`config.mk`:
```
export PLATFORM = sky130hd
export DESIGN_NAME = clk_gen_multi
export DESIGN_NICKNAME = d
export VERILOG_FILES = /design/src/rtl/clk_gen_multi.sv
export SDC_FILE = /design/constraint.sdc
export NUM_CORES = 1
export LEC_CHECK = 0
export CAP_MARGIN = 20
export CORE_ASPECT_RATIO = 1.1
export CORE_MARGIN = 4
export CORE_UTILIZATION = 64
export DETAILED_ROUTE_END_ITERATION = 10
export GPL_ROUTABILITY_DRIVEN = 0
export PLACE_DENSITY_LB_ADDON = 0.3
export SLEW_MARGIN = 40
export SYNTH_ARGS = -nofsm -noshare
export SYNTH_HDL_FRONTEND = slang
export SYNTH_HIERARCHICAL = 1
export SYNTH_SLANG_ARGS = --single-unit
```
`constraint.sdc`:
```
create_clock -name i_clock50 -period 5.2 [get_ports i_clock50]
set_input_delay 0.52 -clock i_clock50 [delete_from_list [all_inputs] [get_ports i_clock50]]
set_output_delay 0.52 -clock i_clock50 [all_outputs]
set_load 0.02 [all_outputs]
```
`src/rtl/clk_gen_multi.sv`:
```
// Multi-mode clock divider: picks one of NUM_MODES half-period entries and switches on a falling toggle.
// Optional single-step gating when CLK_GEN_STEP_EN is defined.

module syncEdge (
    input  logic i_clock50,
    input  logic i_nReset,
    input  logic i_async,
    output logic o_rise
);
    logic [2:0] syncPipe;

    always_ff @(posedge i_clock50 or negedge i_nReset) begin
        if (!i_nReset) syncPipe <= '0;
        else           syncPipe <= {syncPipe[1:0], i_async};
    end

    assign o_rise = syncPipe[1] & ~syncPipe[2];
endmodule

module clk_gen_multi #(
    parameter int NUM_MODES = 2,
    parameter int CNT_W     = 24,
    parameter logic [NUM_MODES*CNT_W-1:0] DIV_TABLE = {24'h5F5E10, 24'h3},
    parameter int INIT_MODE = 0,
    parameter int MODE_W    = $clog2(NUM_MODES)
) (
    input  logic              i_clock50,
    input  logic              i_nReset,
    input  logic              i_switchFreq,
    input  logic              i_modeLoad,
    input  logic [MODE_W-1:0] i_modeVal,
`ifdef CLK_GEN_STEP_EN
    input  logic              i_stepEn,
    input  logic              i_stepPulse,
`endif
    output logic              o_genClk,
    output logic              o_tick,
    output logic [MODE_W-1:0] o_mode,
    output logic              o_busy
);
    localparam logic [MODE_W:0]   NUM_M     = (MODE_W+1)'(NUM_MODES);
    localparam logic [MODE_W-1:0] LAST_MODE = MODE_W'(NUM_MODES-1);

    logic [CNT_W-1:0]  cnt, thrRaw, thr;
    logic [MODE_W-1:0] pendMode, pendNext;
    logic              swReq, phaseDone, toggle, hold;

    syncEdge uSwSync (
        .i_clock50 (i_clock50),
        .i_nReset  (i_nReset),
        .i_async   (i_switchFreq),
        .o_rise    (swReq)
    );

    // A load strobe owns the cycle: any coincident button request is dropped.
    always_comb begin
        pendNext = pendMode;
        if (i_modeLoad) begin
            if ({1'b0, i_modeVal} < NUM_M) pendNext = i_modeVal;
        end else if (swReq) begin
            pendNext = (pendMode == LAST_MODE) ? '0 : pendMode + MODE_W'(1);
        end
    end

    always_comb begin
        thrRaw = '0;
        for (int k = 0; k < NUM_MODES; k++)
            if (o_mode == MODE_W'(k)) thrRaw = DIV_TABLE[k*CNT_W +: CNT_W];
        thr = (thrRaw == '0) ? CNT_W'(1) : thrRaw;
    end

    assign phaseDone = ({1'b0, cnt} + (CNT_W+1)'(1)) >= {1'b0, thr};

`ifdef CLK_GEN_STEP_EN
    logic [1:0] stepEnPipe;
    logic       stepEnS, stepRise, stepPend, held, lowDone;

    syncEdge uStepSync (
        .i_clock50 (i_clock50),
        .i_nReset  (i_nReset),
        .i_async   (i_stepPulse),
        .o_rise    (stepRise)
    );

    assign stepEnS = stepEnPipe[1];
    // Low phase counts as finished once it ran its length or is parked in hold.
    assign lowDone = !o_genClk && (phaseDone || held);

    always_comb begin
        toggle = 1'b0;
        hold   = 1'b0;
        if (o_genClk)       toggle = phaseDone;
        else if (!stepEnS)  toggle = lowDone;
        else if (lowDone) begin
            toggle = stepPend;
            hold   = !stepPend;
        end
    end

    always_ff @(posedge i_clock50 or negedge i_nReset) begin
        if (!i_nReset) begin
            stepEnPipe <= '0;
            stepPend   <= 1'b0;
            held       <= 1'b0;
        end else begin
            stepEnPipe <= {stepEnPipe[0], i_stepEn};
            if (!stepEnS)                  stepPend <= 1'b0;
            else if (stepRise)             stepPend <= 1'b1;
            else if (toggle && !o_genClk)  stepPend <= 1'b0;
            if (toggle)    held <= 1'b0;
            else if (hold) held <= 1'b1;
        end
    end
`else
    assign toggle = phaseDone;
    assign hold   = 1'b0;
`endif

    always_ff @(posedge i_clock50 or negedge i_nReset) begin
        if (!i_nReset) begin
            cnt      <= '0;
            o_genClk <= 1'b0;
            o_tick   <= 1'b0;
            o_mode   <= MODE_W'(INIT_MODE);
            pendMode <= MODE_W'(INIT_MODE);
        end else begin
            pendMode <= pendNext;
            o_tick   <= toggle && !o_genClk;
            if (toggle) begin
                o_genClk <= ~o_genClk;
                cnt      <= '0;
                // Mode only changes entering a low phase, so no phase is ever cut short.
                if (o_genClk) o_mode <= pendMode;
            end else if (hold) begin
                cnt <= '0;
            end else begin
                cnt <= cnt + CNT_W'(1);
            end
        end
    end

    assign o_busy = (pendMode != o_mode);
endmodule

```
Yosys cells after proc, flatten, opt, wreduce, memory -nomap -nowiden
Index checks and enable logic that the tools add are counted.

$add $sub $neg: 3. Magnitude comparators: 1. Eq/ne operators: 1. Muxes and demuxes: 6. Bitwise logic cells: 3. Reductions and logical operators: 5.

Operators by type and width (count): $mux W24 (2); $add A24 B1 Y25 const B (1); $ge A25 B24 Y1 (1); $add A24 B1 Y24 const B (1); $logic_not A24 Y1 (1); $mux W23 (1); $mux W1 (3); $not A1 Y1 (2); $reduce_and A2 Y1 (1); $reduce_bool A2 Y1 (1); $add A1 B1 Y1 const B (1); $and A1 B1 Y1 (1); $logic_and A1 B1 Y1 (1); $logic_not A1 Y1 (1); $ne A1 B1 Y1 (1).

Flip-flop bits (word level): 31. Input port bits: 5. Output and inout port bits: 4. Word-level logic and storage cells: 25.

Logic depth before layout (Yosys ltp)
Gate-level depths: netlist (run 1).

Word-level depth: 5. Gate-level depth with buffers: 15. Mapped depth without buffers: 14.

By module
The synthesis (run 1) kept the hierarchy.

By module, submodules not included: clk_gen_multi (instances 1, cells an instance 188, area each 1835.5 µm², seq. area each 700.7 µm²); syncEdge (instances 1, cells an instance 4, area each 88.8 µm², seq. area each 75.1 µm²).

Worst setup path before layout (run 1)
Ideal clock, no wire load.

Kind: reg2reg. From: reg cnt[0]. To: reg o_genClk. Setup time: 0.132 ns. Data arrival time: 3.266 ns. Data required time: 5.068 ns. Path slack: 1.802 ns. Cell stages (with the launch flop): 15. Path buffers: 1. Clock period less this slack: 3.398 ns. Cells stage by stage: dfrtp_1 > ha_1 > nand2_1 > or3_1 > nor3_1 > xor2_1 > ha_1 > and2_1 > nand3_1 > mux2i_1 > a221oi_1 > a311oi_1 > or2_4 > buf_4 > xor2_1.

Cells in the longest elaborated chain, start to end: 2.

RTL lines: start, declared (RTL line 44) `logic [CNT_W-1:0] cnt, thrRaw, thr;`; start signal, assigned (RTL line 137) `cnt <= cnt + CNT_W'(1);`; $add A24 B1 Y25 (RTL line 72) `assign phaseDone = ({1'b0, cnt} + (CNT_W+1)'(1)) >= {1'b0, thr};`; $ge A25 B24 Y1 (RTL line 72); end signal, assigned (RTL line 130) `o_genClk <= ~o_genClk;`; end, declared (RTL line 36) `output logic o_genClk,`.

No other way between the ends. A chain may end at the register's enable or synchronous reset.

Final worst setup path (run 1)
From: reg cnt[0]. To: reg cnt[15].

Cells in the longest elaborated chain, start to end: 3. Elaborated cells between the ends (all ways): 4. Classes of those cells: add/sub (2); order compare (1); mux (1).

RTL lines: $add A24 B1 Y25 (RTL line 72); $ge A25 B24 Y1 (RTL line 72); $mux W24 * (RTL line 129) `if (toggle) begin`.

Every way passes the cells marked *; elsewhere a longest branch is shown, timed or not.

==> impl_results.md, run 1 <==
- # IOs: 9
- Clock Path Buffers: 2
- Sequential Power Share: 46.2%
- Rows: 20
- Worst-path cell chain: ha_1 -> nand2_1 -> or3_1 -> nor3_1 -> xor2_1 -> ha_1 -> and2_1 -> nand3_1 -> mux2i_1 -> a221oi_1 -> a311oi_1 -> or2_4 -> o21ba_1
- DR vias: around 1500
- Hold Crit Start: uSwSync/syncPipe[0]$_DFF_PN0_
- Worst setup path class: flip-flop to flip-flop
- PortBufs: 8
- Combinational Power Share: 31.6%
- WL final: 3640 um
- Max cap viols: 0
- Starting density of the core: about 68%
- Total CTS buffers: 5
- Most used cell, CP: ha_1
- Post-CTS Resized: 0
- Main area contributors after synthesis: dfrtp_1 40%, ha_1 9.8%, xnor2_1 6.4%, nor2b_1 5.2%, xor2_1 4.1%
- Synth top area share: approximately two fifths
- Final TNS setup: 0 ns
- Hold violation count in the final report: 0
- XOR/XNOR share of the synthesized area: 10.5%
- Leak: 0.972 nW
- Worst Hold End: uSwSync/syncPipe[1]$_DFF_PN0_
- Clock period minus worst slack: ~4 ns
- Post-CTS Setup Repair Bufs: 0
- Fillers: 199
- Main combinational cell family by area after synthesis: simple AND/OR/NAND/NOR gates
- CTS Sinks: 31
- Status: complete, no violations
- Max Fclk: ~260 MHz
- Adder and majority cell fraction of the synthesized area: approximately a tenth
- Net Switching: 0.000202 W
- Min-delay worst type: flip-flop to flip-flop
- Via density: a little over 6
- CTS tree: yes
- Final setup viols: 0
- Clock Skew: around 0.0054 ns
- Number of flops mapped to enable cells by yosys: 0
- Initial antenna violation count: 0
- Final Max Tran Viols: 0
- Syn_area_per_cell: about 10 um2
- CP startpoint: cnt[0]$_DFF_PN0_
- Primary FF master, synth: dfrtp_1
- CTS H-tree lvls: 2
- FF-to-FF path depth: 13
- Reg-to-Reg Start: cnt[0]$_DFF_PN0_
- GRT Overall Usage: a little over a fifth
- Slowest cell on the critical path: dfrtp_1
- DR iter-0 viols: just under 70
- Mux cell area share after synthesis: 1.63%
- Drt pass-1 iters: 4
- Register bit total from synthesis: 31
- # diodes: 0
- Syn nets: roughly 210
- Dpl hpwl: about 2700 um
- Power share of the clock group: 22.2%
- Sw Share: 34.1%
- RSZ-0062 raised after global routing: false
- Vias in the first global route: 1503
- Hold buffers post-CTS: 0
- Crit-path max cell delay: slightly below 0.5 ns
- GRT overflow: 0
- Clk slew on worst S/H paths: 0.09 ns
- Crit start category: flip-flop
- Largest net degree at the start of global routing: 32
- Die Wd: 60.3 um
- CORE AREA: ~2800 um2
- Layout cell share with drive strength beyond 1: 7.28%
- CP max FO: 24
- Tcrit/Tclk final: between 70% and 80%
- Design area: 2080 um2
- Reg2reg end: cnt[15]$_DFF_PN0_
- Synth Cell Area: slightly below 2000 um2
- Nets: 225
- Register area share after synthesis: roughly two fifths
- Reg-to-reg slack, setup: between 1 and 1.5 ns
- Avg WL per Cell: 15.2 um
- Post-DP Area: roughly 2000 um2
- Clock root buffer: clkbuf_4
- Synth Area in Simple Gates: a little over a quarter
- Netlist cell types: between 40 and 50
- Skew-Pair Late Insertion Delay: approximately 0.33 ns
- Antenna-violating nets left: 0
- Drt drc: 0
- First-pass GRT wire length: about 6500 um
- VDD IR-drop max: 291 uV
- Die Area: ~3900 um2
- Internal power: roughly 0.00039 W
- Max-slew headroom: 66.4%
- Die height: around 66 um
- Data arrival, critical path: approximately 4.1 ns
- Worst-Margin Slew: about 0.5 ns
- Area grow syn2layout: 8.06%
- Cells after Synth: between 150 and 200
- Critical Path RT: about 5.4 ns
- Synthesis Warnings: 6
- Critical path endpoint category: flip-flop
- Asr flop ratio synth: 100%
- Compound-gate portion of the synthesized area: slightly above 9%
- Leading area contributor after synthesis: dfrtp_1
- PD cells: 285 nW/um2
- Hold Path Depth: 0
## critical path: cells and delay by family (launching register included)
kind | cells | cell delay (ns)
simple gates | 6 | 1.58
compound gates | 3 | 0.70
fa+ha+maj | 2 | 0.60
flops | 1 | 0.49
mux | 1 | 0.26
xor+xnor | 1 | 0.15
## cell usage after synthesis (2+ instances only)
cell type	count
dfrtp_1	31
nor2b_1	16
ha_1	15
nor2_1	15
nand2_1	14
xnor2_1	14
nand3_1	11
xor2_1	9
nor3_1	8
nand4_1	4
o21ai_0	4
a21o_1	3
and2_1	3
and3_1	3
inv_1	3
o31ai_1	3
a21boi_0	2
a21oi_1	2
mux2i_1	2
nor4_1	2
or3_1	2
## routing by layer
metal	GRT usage, %	part of all wire (%)	vias to the layer above	wire [um]
met5	0	0	-	0
met4	11.1	1.6	0	57
met3	6.68	5.2	7	190
met2	35.0	50	38	1830
met1	26.3	43	721	1560
li1	-	-	714	-
## stage by stage
step           total power (W)  setup WS [ns]  instances  hold slack, ns  util, %
2_1_floorplan         0.000399           1.80        192           0.224        -
3_5_place_dp          0.000467           1.42        231           0.348     71.8
4_1_cts               0.000600           1.36        239           0.376     73.5
3_3_place_gp          0.000460           1.57        231           0.341     71.8
6_report              0.000593           1.31        239           0.375     73.5
5_1_grt               0.000637           1.09        239           0.399     73.5
## power groups by stage
stage          Combinational, W  Sequential (W)  Clock [W]
6_report               0.000187        0.000274   0.000131
5_1_grt                0.000211        0.000277   0.000148
4_1_cts                0.000189        0.000274   0.000136
3_5_place_dp           0.000188        0.000279          0
3_3_place_gp           0.000182        0.000278          0
2_1_floorplan          0.000111        0.000288          0
## state kept, by name, summed over array words and instances, names as in the netlist
name / cells
cnt: 24
o_genClk: 1
o_mode: 1
o_tick: 1
pendMode: 1
uSwSync/syncPipe: 3
## kinds of logic after synthesis
family / count (synthesis)
and+or+nand+nor: 89
AOI/OAI and AO/OA: 24
buffers and inverters: 6
DFF: 31
muxes: 3
other: 1
xor gates and xnor gates: 23
adders and majority gates: 15
## area by class of cell
class / instances / area (um2) / area share, %
Multi-Input combinational cell: 155 / 1110 / 53.6
Sequential cell: 31 / 776 / 37.3
Timing Repair Buffer: 9 / 87.6 / 4.21
Clock buffer: 7 / 45.0 / 2.17
Tap cell: 33 / 41.3 / 1.99
Inverter: 3 / 11.3 / 0.542
Clock inverter: 1 / 5.00 / 0.241
## cells in the final DEF, fill, tap and decap left out, types with 4 or more instances in the layout
cell             netlist  final
ha_1                  15     15
nor2_1                15     15
xnor2_1               14     14
dfrtp_1               31     31
clkbuf_4               0      5
nor3_1                 8      8
xor2_1                 9      9
nand2_1               14     14
nand3_1               11     11
o21ai_0                4      4
nand4_1                4      4
nor2b_1               16     16
clkdlybuf4s50_1        0      8
## how the worst max path moves through the flow
| stage | end | slack [ns] | cells past startpoint |
|---|---|---|---|
| after global routing | cnt[15]$_DFF_PN0_ | 1.09 | 13 |
| final | cnt[15]$_DFF_PN0_ | 1.31 | 13 |
| after detailed placement | cnt[15]$_DFF_PN0_ | 1.42 | 13 |
| after global placement | cnt[15]$_DFF_PN0_ | 1.57 | 13 |
| after CTS | cnt[15]$_DFF_PN0_ | 1.36 | 13 |
| after floorplan | o_genClk$_DFFE_PN0P_ | 1.80 | 14 |
No activity file was read; power rests on OpenSTA's default activity.
==> run 2, diff against run 1 <==
--- a/config.mk
+++ b/config.mk
@@ -8,7 +8,7 @@
 export CAP_MARGIN = 20
 export CORE_ASPECT_RATIO = 1.1
 export CORE_MARGIN = 4
-export CORE_UTILIZATION = 64
+export CORE_UTILIZATION = 60
 export DETAILED_ROUTE_END_ITERATION = 10
 export GPL_ROUTABILITY_DRIVEN = 0
 export PLACE_DENSITY_LB_ADDON = 0.3
==> constraint.sdc (replaced) <==
create_clock -name i_clock50 -period 4.1 [get_ports i_clock50]
set_input_delay 0.41 -clock i_clock50 [delete_from_list [all_inputs] [get_ports i_clock50]]
set_output_delay 0.41 -clock i_clock50 [all_outputs]
set_load 0.02 [all_outputs]
==> impl_results.md, run 2 (same netlist as run 1, synthesis figures left out) <==
- Status: complete, no violations
- Fillers: 250
- Post-DP Area: a little over 2000 um2
- CTS H-tree lvls: 2
- Critical Path RT: 4.32 ns
- Max cap viols: 0
- PD cells: approximately 360 nW/um2
- Avg WL per Cell: between 15 and 20 um
- Clock root buffer: clkbuf_4
- Post-CTS Setup Repair Bufs: 0
- Drt drc: 0
- Power share of the clock group: 22.2%
- Rows: 21
- Non-Filler Instances: 240
- Drt pass-1 iters: 4
- Leak: slightly below 1 nW
- Vias in the first global route: 1503
- Clock period minus worst slack: between 3 and 4 ns
- Antenna-violating nets left: 0
- Combinational Power Share: between 30% and 40%
- Clk slew on worst S/H paths: 0.09 ns
- Post-CTS Resized: 0
- CTS tree: yes
- Final TNS setup: 0 ns
- GRT overflow: 0
- WL final: approximately 3800 um
- CP max FO: 24
- Die Wd: 62.0 um
- Met2 Routed Length: 1930 um
- Max-slew headroom: roughly two thirds
- Dpl hpwl: about 2900 um
- PortBufs: 8
- RSZ-0062 raised after global routing: false
- Net Switching: roughly 0.00026 W
- Sequential Power Share: a little under half
- Largest Register: cnt
- Biggest regs: cnt: 24 flops, uSwSync/syncPipe: 3 flops
- CTS Sinks: 31
- Layout cell share with drive strength beyond 1: approximately 7.3%
- Skew-Pair Late Insertion Delay: between 0.3 and 0.4 ns
- Wl on met1: about 1600 um
- Internal power: ~0.00050 W
- Hold buffers post-CTS: 0
- GRT Overall Usage: 21.8%
- Routed wl met3: about 120 um
- Starting density of the core: a little over three fifths
- Final Max Tran Viols: 0
- Die Area: roughly 4200 um2
- Initial antenna violation count: 0
- Design area: about 2100 um2
- Clock Skew: around 0.014 ns
- Most frequent cells in the layout: 31 x dfrtp_1, 16 x nor2b_1, 15 x nor2_1, 15 x ha_1
- Hold violation count in the final report: 0
- Via density: a little over 6
- Most common cell after layout, fill and taps aside: dfrtp_1
- DR iter-0 viols: 58
- VDD IR-drop max: 297 uV
- Tcrit/Tclk final: between 90 and 100%
- Data arrival, critical path: slightly above 4 ns
- Final setup viols: 0
- DR vias: between 1000 and 1500
- Nets: approximately 230
- First-pass GRT wire length: 6680 um
- Worst setup path class: flip-flop to flip-flop
- Critical path endpoint category: flip-flop
- # IOs: 9
- Cells after DPL: 232
- Min-delay worst type: flip-flop to flip-flop
- # diodes: 0
- Die height: about 67 um
- Crit start category: flip-flop
- Largest register FFs: 24
- Sw Share: 34.5%
- Largest net degree at the start of global routing: 32
- Area grow syn2layout: 8.13%
- Clock Path Buffers: 2
- Final core utilization: 67.7%
- CORE AREA: a little over 3000 um2
- Max Fclk: 262 MHz
- Worst-Margin Slew: approximately 0.51 ns
- Top layer in use: met4
- Total CTS buffers: 5
- Hold WS: about 0.38 ns
[run 2: cell counts in the layout (fill, tap and decap cells not counted)]
No cell type changed its count.
[run 2: worst paths after layout]
kind / start / to / slack (ns) / cells past startpoint
worst max register to register: cnt[0]$_DFF_PN0_ / cnt[15]$_DFF_PN0_ / 0.28 / 13
min in group asynchronous: i_nReset / cnt[20]$_DFF_PN0_ / 0.46 / 2
worst min register to register: uSwSync/syncPipe[0]$_DFF_PN0_ / uSwSync/syncPipe[1]$_DFF_PN0_ / 0.38 / 0
worst max-delay path: cnt[0]$_DFF_PN0_ / cnt[15]$_DFF_PN0_ / 0.28 / 13
worst min-delay path: uSwSync/syncPipe[0]$_DFF_PN0_ / uSwSync/syncPipe[1]$_DFF_PN0_ / 0.38 / 0
max in group asynchronous: i_nReset / cnt[5]$_DFF_PN0_ / 3.35 / 2
[run 2: stage by stage]
step / setup WS, ns / total power [W]
finish: 0.282 / 0.000756
global route: 0.0182 / 0.000817
CTS: 0.275 / 0.000766
detailed placement: 0.326 / 0.000598
global placement: 0.439 / 0.000584
floorplan: 0.702 / 0.000506
[run 2: power by group through the flow]
| stage | logic [W] | clock network (W) | registers (W) |
|---|---|---|---|
| detailed placement | 0.000245 | 0 | 0.000353 |
| CTS | 0.000244 | 0.000175 | 0.000348 |
| floorplan | 0.000141 | 0 | 0.000365 |
| global route | 0.000270 | 0.000195 | 0.000352 |
| global placement | 0.000232 | 0 | 0.000352 |
| finish | 0.000240 | 0.000168 | 0.000348 |
[run 2: layout make-up]
class,instances,area [um2],area share (%)
Sequential cell,31,776,37.3
Clock inverter,1,5.00,0.241
Timing Repair Buffer,9,87.6,4.21
Clock buffer,7,45.0,2.16
Tap cell,34,42.5,2.04
Multi-Input combinational cell,155,1110,53.5
Inverter,3,11.3,0.541
[run 2: critical path, cell delays in order (launching register included)]
cell      delay [ns]
dfrtp_1         0.51
ha_1            0.28
nand2_1         0.14
or3_1           0.46
nor3_1          0.35
xor2_1          0.14
ha_1            0.31
and2_1          0.17
nand3_1         0.08
mux2i_1         0.23
a221oi_1        0.13
a311oi_1        0.34
or2_4           0.36
o21ba_1         0.19
[run 2: per-layer routing]
| metal | vias up | global-route usage [%] |
|---|---|---|
| li1 | 710 | - |
| met1 | 708 | 26.3 |
| met2 | 21 | 36.0 |
| met3 | 14 | 5.54 |
| met4 | 0 | 9.28 |
| met5 | - | 0 |
